[src/rtl/pn_acq_ctrl_if.sv]
// PN acquisition control bus: correlator results in, PN generator load command and status out.
// Combinational bundle only; no latency of its own.
// No backpressure: dump is a strobe and load is a one-cycle command.
interface pn_acq_ctrl_if #(
  parameter int ADDR_W = 8,
  parameter int E_W    = 36
);
  logic              enable;
  logic              dump;
  logic [E_W-1:0]    energy;
  logic [E_W-1:0]    e_early;
  logic [E_W-1:0]    e_late;
  logic [E_W-1:0]    gate;
  logic              load;
  logic [ADDR_W-1:0] addr_load;
  logic              locked;
  logic [1:0]        state;
  logic              sweep_done;

  // Correlator / host side
  modport master (
    output enable, dump, energy, e_early, e_late, gate,
    input  load, addr_load, locked, state, sweep_done
  );

  // Acquisition controller side
  modport slave (
    input  enable, dump, energy, e_early, e_late, gate,
    output load, addr_load, locked, state, sweep_done
  );
endinterface

[src/rtl/pn_acq_ctrl.sv]
// Serial-search PN acquisition: search, verify, then early/late track of the code phase.
// All outputs update exactly one clock after the dump (or enable change) that causes them.
// No backpressure: every dump is consumed in its own cycle; enable=0 overrides a dump.
module pn_acq_ctrl #(
  parameter int ADDR_W   = 8,
  parameter int PN_LEN   = 255,
  parameter int E_W      = 36,
  parameter int VERIFY_N = 3,
  parameter int MISS_N   = 4
) (
  input  logic              clk,
  input  logic              rst,
  pn_acq_ctrl_if.slave      acq
);

  localparam int HIT_W  = $clog2(VERIFY_N + 1);
  localparam int MISS_W = $clog2(MISS_N + 1);
  localparam logic [ADDR_W-1:0] LAST_PH = ADDR_W'(PN_LEN - 1);

  typedef enum logic [1:0] {
    IDLE   = 2'd0,
    SEARCH = 2'd1,
    VERIFY = 2'd2,
    TRACK  = 2'd3
  } state_t;

  state_t             r_state, w_state_nx;
  logic [ADDR_W-1:0]  r_phase, w_phase_nx;
  logic [ADDR_W-1:0]  r_addr,  w_addr_nx;
  logic [HIT_W-1:0]   r_hit_cnt, w_hit_nx;
  logic [MISS_W-1:0]  r_miss_cnt, w_miss_nx;
  logic               r_load, w_load_nx;
  logic               r_sweep, w_sweep_nx;
  logic               r_locked;
  logic               w_slip, w_adj, w_fwd, w_back;

  // Strict unsigned detection: equality counts as a miss
  logic w_hit;
  assign w_hit = acq.energy > acq.gate;

  // Early/late discriminator with a gate/4 dead zone, one extra bit so sums never overflow
  logic [E_W:0] w_early_x, w_late_x, w_dz, w_early_thr, w_late_thr;
  assign w_early_x   = {1'b0, acq.e_early};
  assign w_late_x    = {1'b0, acq.e_late};
  assign w_dz        = {3'b000, acq.gate[E_W-1:2]};
  assign w_early_thr = w_early_x + w_dz;
  assign w_late_thr  = w_late_x + w_dz;
  assign w_back      = w_early_x > w_late_thr;
  assign w_fwd       = w_late_x > w_early_thr;

  function automatic logic [ADDR_W-1:0] f_inc(input logic [ADDR_W-1:0] p);
    return (p == LAST_PH) ? '0 : p + ADDR_W'(1);
  endfunction

  function automatic logic [ADDR_W-1:0] f_dec(input logic [ADDR_W-1:0] p);
    return (p == '0) ? LAST_PH : p - ADDR_W'(1);
  endfunction

  // Next-state, counter and phase-command logic
  always_comb begin
    w_state_nx = r_state;
    w_phase_nx = r_phase;
    w_addr_nx  = r_addr;
    w_hit_nx   = r_hit_cnt;
    w_miss_nx  = r_miss_cnt;
    w_load_nx  = 1'b0;
    w_sweep_nx = 1'b0;
    w_slip     = 1'b0;
    w_adj      = 1'b0;

    if (!acq.enable) begin
      w_state_nx = IDLE;
      w_hit_nx   = '0;
      w_miss_nx  = '0;
    end else begin
      unique case (r_state)
        IDLE: begin
          w_state_nx = SEARCH;
          w_phase_nx = '0;
          w_hit_nx   = '0;
          w_miss_nx  = '0;
        end
        SEARCH: begin
          if (acq.dump) begin
            if (w_hit) begin
              w_state_nx = VERIFY;
              w_hit_nx   = HIT_W'(1);
            end else begin
              w_slip = 1'b1;
            end
          end
        end
        VERIFY: begin
          if (acq.dump) begin
            if (w_hit) begin
              if (r_hit_cnt >= HIT_W'(VERIFY_N - 1)) begin
                w_state_nx = TRACK;
                w_hit_nx   = HIT_W'(VERIFY_N);
                w_miss_nx  = '0;
              end else begin
                w_hit_nx = r_hit_cnt + HIT_W'(1);
              end
            end else begin
              w_state_nx = SEARCH;
              w_hit_nx   = '0;
              w_slip     = 1'b1;
            end
          end
        end
        TRACK: begin
          if (acq.dump) begin
            if (w_hit) begin
              w_miss_nx = '0;
              w_adj     = 1'b1;
            end else if (r_miss_cnt >= MISS_W'(MISS_N - 1)) begin
              w_state_nx = SEARCH;
              w_miss_nx  = '0;
              w_hit_nx   = '0;
              w_slip     = 1'b1;
            end else begin
              w_miss_nx = r_miss_cnt + MISS_W'(1);
              w_adj     = 1'b1;
            end
          end
        end
        default: w_state_nx = IDLE;
      endcase
    end

    // Any phase change is also a load command to the PN generator
    if (w_slip) begin
      w_phase_nx = f_inc(r_phase);
      w_sweep_nx = (r_phase == LAST_PH);
    end else if (w_adj && w_back) begin
      w_phase_nx = f_dec(r_phase);
    end else if (w_adj && w_fwd) begin
      w_phase_nx = f_inc(r_phase);
    end
    if (w_slip || (w_adj && (w_back || w_fwd))) begin
      w_addr_nx = w_phase_nx;
      w_load_nx = 1'b1;
    end
  end

  // State and output registers
  always_ff @(posedge clk or negedge rst) begin
    if (!rst) begin
      r_state    <= IDLE;
      r_phase    <= '0;
      r_addr     <= '0;
      r_hit_cnt  <= '0;
      r_miss_cnt <= '0;
      r_load     <= 1'b0;
      r_sweep    <= 1'b0;
      r_locked   <= 1'b0;
    end else begin
      r_state    <= w_state_nx;
      r_phase    <= w_phase_nx;
      r_addr     <= w_addr_nx;
      r_hit_cnt  <= w_hit_nx;
      r_miss_cnt <= w_miss_nx;
      r_load     <= w_load_nx;
      r_sweep    <= w_sweep_nx;
      r_locked   <= (w_state_nx == TRACK);
    end
  end

  assign acq.load       = r_load;
  assign acq.addr_load  = r_addr;
  assign acq.locked     = r_locked;
  assign acq.state      = r_state;
  assign acq.sweep_done = r_sweep;

endmodule

[src/flat_wrapper.sv]
// flat-port wrapper written by rule: the top's interface ports become plain ports
module pn_acq_ctrl_flat 
#(
  parameter int ADDR_W   = 8,
  parameter int PN_LEN   = 255,
  parameter int E_W      = 36,
  parameter int VERIFY_N = 3,
  parameter int MISS_N   = 4
)
  (clk, rst, acq_enable, acq_dump, acq_energy, acq_e_early, acq_e_late, acq_gate, acq_load, acq_addr_load, acq_locked, acq_state, acq_sweep_done);
  pn_acq_ctrl_if #(.ADDR_W(ADDR_W), .E_W(E_W)) acq_i ();
  input  logic clk;
  input  logic rst;
  input wire logic [$bits(acq_i.enable)-1:0] acq_enable;
  input wire logic [$bits(acq_i.dump)-1:0] acq_dump;
  input wire logic [$bits(acq_i.energy)-1:0] acq_energy;
  input wire logic [$bits(acq_i.e_early)-1:0] acq_e_early;
  input wire logic [$bits(acq_i.e_late)-1:0] acq_e_late;
  input wire logic [$bits(acq_i.gate)-1:0] acq_gate;
  output wire logic [$bits(acq_i.load)-1:0] acq_load;
  output wire logic [$bits(acq_i.addr_load)-1:0] acq_addr_load;
  output wire logic [$bits(acq_i.locked)-1:0] acq_locked;
  output wire logic [$bits(acq_i.state)-1:0] acq_state;
  output wire logic [$bits(acq_i.sweep_done)-1:0] acq_sweep_done;
  assign acq_i.enable = acq_enable;
  assign acq_i.dump = acq_dump;
  assign acq_i.energy = acq_energy;
  assign acq_i.e_early = acq_e_early;
  assign acq_i.e_late = acq_e_late;
  assign acq_i.gate = acq_gate;
  assign acq_load = acq_i.load;
  assign acq_addr_load = acq_i.addr_load;
  assign acq_locked = acq_i.locked;
  assign acq_state = acq_i.state;
  assign acq_sweep_done = acq_i.sweep_done;
  pn_acq_ctrl #(.ADDR_W(ADDR_W), .PN_LEN(PN_LEN), .E_W(E_W), .VERIFY_N(VERIFY_N), .MISS_N(MISS_N)) u_core (.clk(clk), .rst(rst), .acq(acq_i));
endmodule
[config.mk]
export PLATFORM = sky130hd
export DESIGN_NAME = pn_acq_ctrl_flat
export DESIGN_NICKNAME = d
export VERILOG_FILES = /design/src/rtl/pn_acq_ctrl_if.sv /design/src/rtl/pn_acq_ctrl.sv /design/src/flat_wrapper.sv
export SDC_FILE = /design/constraint.sdc
export NUM_CORES = 1
export LEC_CHECK = 0
export BUFFER_PORTS_ARGS = -buffer_cell sky130_fd_sc_hd__buf_4
export CAP_MARGIN = 30
export CORE_ASPECT_RATIO = 0.5
export CORE_MARGIN = 2
export CORE_UTILIZATION = 30
export DETAILED_ROUTE_END_ITERATION = 10
export PLACE_DENSITY = 0.61
export RECOVER_POWER = 25
export SYNTH_ARGS = -nofsm -noshare
export SYNTH_HDL_FRONTEND = slang
export SYNTH_SLANG_ARGS = --single-unit
[constraint.sdc]
create_clock -name clk -period 3.65 [get_ports clk]
set_clock_uncertainty 0.05 [all_clocks]
set_input_delay 0.365 -clock clk [delete_from_list [all_inputs] [get_ports clk]]
set_output_delay 0.365 -clock clk [all_outputs]
set_load 0.01 [all_outputs]
==> summary.txt <==
Synth
  – Yosys reg bits: 26
  – Synth top cells by count: 186 x ha_1, 111 x a21oi_1, 63 x inv_1, 63 x nand2_1, 57 x a21o_1
  – Post-synthesis cell type count: 86
  – Most frequent cell after synthesis: ha_1
  – Post-Syn Area: 7730 sq um
  – Top_reg_cell synth: dfrtp_1
  – Number of synthesized flops with an enable pin: 0
  – Synth Warn #: 0
  – Synthesized net count: approximately 1,300
  – Syn Area/Cell: a little under 8 sq um
  – Mapped Cells: between 900 and 1,000
  – Sequential fraction of the synthesis area: roughly 8.4%
  – Cell taking the most area after synthesis: ha_1
  – Area share of the largest cell type after synthesis: 30.1%
  – Synth area leaders: ha_1 30%, dfrtp_1 8.4%, a21oi_1 7.2%
  – Asr flop ratio synth: 100%

Route
  – Routed Antenna Nets: 0
  – Via count: 9,241
  – DR WL/cell: approximately 16 um
  – Initial DRC count: 532
  – Via density: approximately 5.2
  – Routed WL: 29,100 um
  – DR pass1 iterations: 5
  – # DRC: 0

Timing
  – Setup-failing EPs final: 17
  – Rel. slew slack: -3.36%
  – Min Tclk post-route: 4860 ps
  – Slew Limit Fails: 27
  – Worst slew pin tran: 1550 ps
  – Fin. Hold Viols: 0
  – RSZ-0062 raised after global routing: yes
  – Fmax: 0.206 GHz
  – Fin Hold WS: 369 ps
  – Final period util: 133%
  – Min setup slack post-route: -1210 ps

Power
  – Switching pwr: 1.26 mW
  – Worst IR Drop VDD: 185 uV
  – Comb power frac: 77.1%
  – P_leak: 6.20 nW
  – Pint: 1.65 mW
  – Switching Fraction: 43.4%
  – Total power: 2.91 mW
  – Clk pwr share: 9.3%
  – Pwr Density: 234 nW/um^2
  – Flop pwr share: between 10% and 20%

Die
  – Die height: between 100 and 150 um
  – # IOs: approximately 160
  – CORE AREA: about 25,000 sq um
  – Initial Utilization: 30.6%
  – Chip Width: 231 um
  – # rows: 41
  – Die Area: about 27,000 sq um

Final layout
  – # fillers: 2,380
  – Layout cells sized above 1: 40.0%
  – Diode count: 0
  – Finished Cell Area: 12,400 sq um
  – Layout Cells excl Fill: 1,765
  – Area Growth Syn to Fin: 60.8%
  – Layout Nets: about 1,800

Global routing
  – Gr ovfl total: 0
  – Vias in the first global route: 9,288
  – Pin count of the biggest net entering global routing: 27
  – GRT Overall Usage: 20.5%
  – Initial antenna violation count: 0
  – First-pass GRT wire length: 46,100 um

Clock tree
  – Clock sinks: 26
  – Worst-path clk slew: 70 ps
  – Max clock buf depth: 2
  – CTS tree: done
  – Htree depth: 1
  – Worst skew pair latency: 260 ps
  – Root buf cell: clkbuf_16
  – Num CTS Buffers: 3

Worst setup path
  – WP data required: 3750 ps
  – CP max FO: 3
  – CP Launch Type: input pin
  – CP endpoint kind: flip-flop
  – Crit path kind: input pin to flip-flop
  – WP data arrival: 4960 ps

Placed design
  – Hpwl dp: 24,500 um
  – Cell count after placement: approximately 1,700
  – Post-DP Area: 11,500 sq um
  – Port Buffer Count: 160
  – Placement Setup Slack: -1700 ps
  – GPL Wtd Cong: 0.909

Outcome
  – Failing checks: max-capacitance violations, max-slew violations, negative setup slack
  – Status: finished, violations left

Min path
  – Type of the worst min-delay path: input pin to flip-flop

Run
  – Max cap viols: 1
-- layout by cell type, fill, tap and decap left out, types with 5 or more instances in the layout --
cell / instances
o211ai_1: 10
and4_1: 5
a31oi_1: 5
nand3b_1: 5
o21a_1: 14
and3_1: 5
o31ai_4: 6
a21o_1: 57
a211oi_1: 9
a21oi_2: 15
xor2_1: 40
nand4_1: 29
dfrtp_1: 26
nand2b_1: 16
a211o_1: 5
inv_1: 62
o22ai_1: 5
buf_6: 16
nand2_1: 61
or3_1: 5
ha_4: 19
a21oi_1: 94
ha_1: 166
nand3_1: 20
o21bai_1: 6
o21ai_0: 49
nor2b_1: 13
nor3_1: 11
xnor2_1: 32
nor2_1: 50
buf_4: 428
-- what timing repair did --
| item | CTS | global route |
|---|---|---|
| setup endpoints to repair | 17 | 17 |
| gates cloned | 1 | 0 |
| resized for setup | 75 | 37 |
| hold buffers | 1 | 0 |
| pin swaps | 63 | 41 |
| setup buffers | 16 | 10 |
| hold endpoints to repair | 26 | 0 |
-- flip-flops by register name, summed over array words and instances, names as in the netlist --
| name | flops |
|---|---|
| u_core.acq.addr_load | 8 |
| u_core.r_phase | 8 |
| u_core.r_miss_cnt | 3 |
| u_core.acq.state | 2 |
| u_core.r_hit_cnt | 2 |
| u_core.acq.load | 1 |
| u_core.acq.locked | 1 |
| u_core.acq.sweep_done | 1 |
-- through the flow --
stage / setup TNS (ps) / util [%]
after floorplan: -10280 / -
after global placement: -27500 / 45.7
after detailed placement: -27570 / 45.7
after CTS: -18100 / 48.2
after global routing: -21850 / 49.3
final: -18680 / 49.3
-- routing by layer --
metal,GRT usage (%),share of wire [%],vias to the layer above
met5,0,0,-
met4,4.56,2.0,0
met3,0.581,2.5,36
met2,37.6,49,197
met1,26.6,46,4385
li1,-,-,4623
-- cell families after synthesis --
logic type,count (synthesis),share of synthesized area [%]
xor gates and xnor gates,72,8.16
AOI/OAI and AO/OA,355,31.0
DFF,26,8.41
and+or+nand+nor,261,17.7
buffers and inverters,78,4.11
adders and majority gates,188,30.6
-- power by group through the flow --
stage | clock network (mW) | registers, mW | logic [mW]
floorplan | 0 | 0.387 | 1.15
global placement | 0 | 0.396 | 1.98
finish | 0.271 | 0.395 | 2.24
CTS | 0.277 | 0.392 | 2.15
detailed placement | 0 | 0.397 | 2.02
global route | 0.289 | 0.401 | 2.46
-- worst max-delay path: stages --
cell      delay (ps)
buf_4            140
ha_4             240
a21oi_2          190
o21ai_2          110
a221o_2          350
a21o_1           210
a211o_1          270
a21o_1           210
nand4_1          100
nand4b_1         130
a21oi_2          150
xor2_1            80
ha_1             290
nand4_1           80
or2_4            270
nor3_2           160
nand2_2          120
or4_4            430
o211ai_1         170
a31oi_4           90
buf_4            180
nand4_1          130
a21oi_1          140
a311oi_2         350
-- path summary, 6_finish.rpt --
path	start	end	slack, ps	cells after the start
setup / recovery	acq_gate[10]	u_core.r_phase[3]	-1210	24
min in group asynchronous	rst	u_core.r_hit_cnt[0]	970	2
hold / removal	acq_enable	u_core.r_hit_cnt[0]	370	3
setup reg to reg	u_core.r_miss_cnt[0]	u_core.r_phase[3]	720	8
hold reg to reg	u_core.r_miss_cnt[1]	u_core.r_miss_cnt[1]	470	2
max in group asynchronous	rst	u_core.r_phase[5]	1680	2
-- cell type report --
cell class              count  area, sq um  share of cell area [%]
clock buffers               4         88.8                   0.714
repair buffers            451         3500                    28.2
inverters                  63          236                    1.90
flip-flops and latches     26          651                    5.23
multi-input cells         877         7530                    60.5
well taps                 344          430                    3.46
No activity file was read; power rests on OpenSTA's default activity.
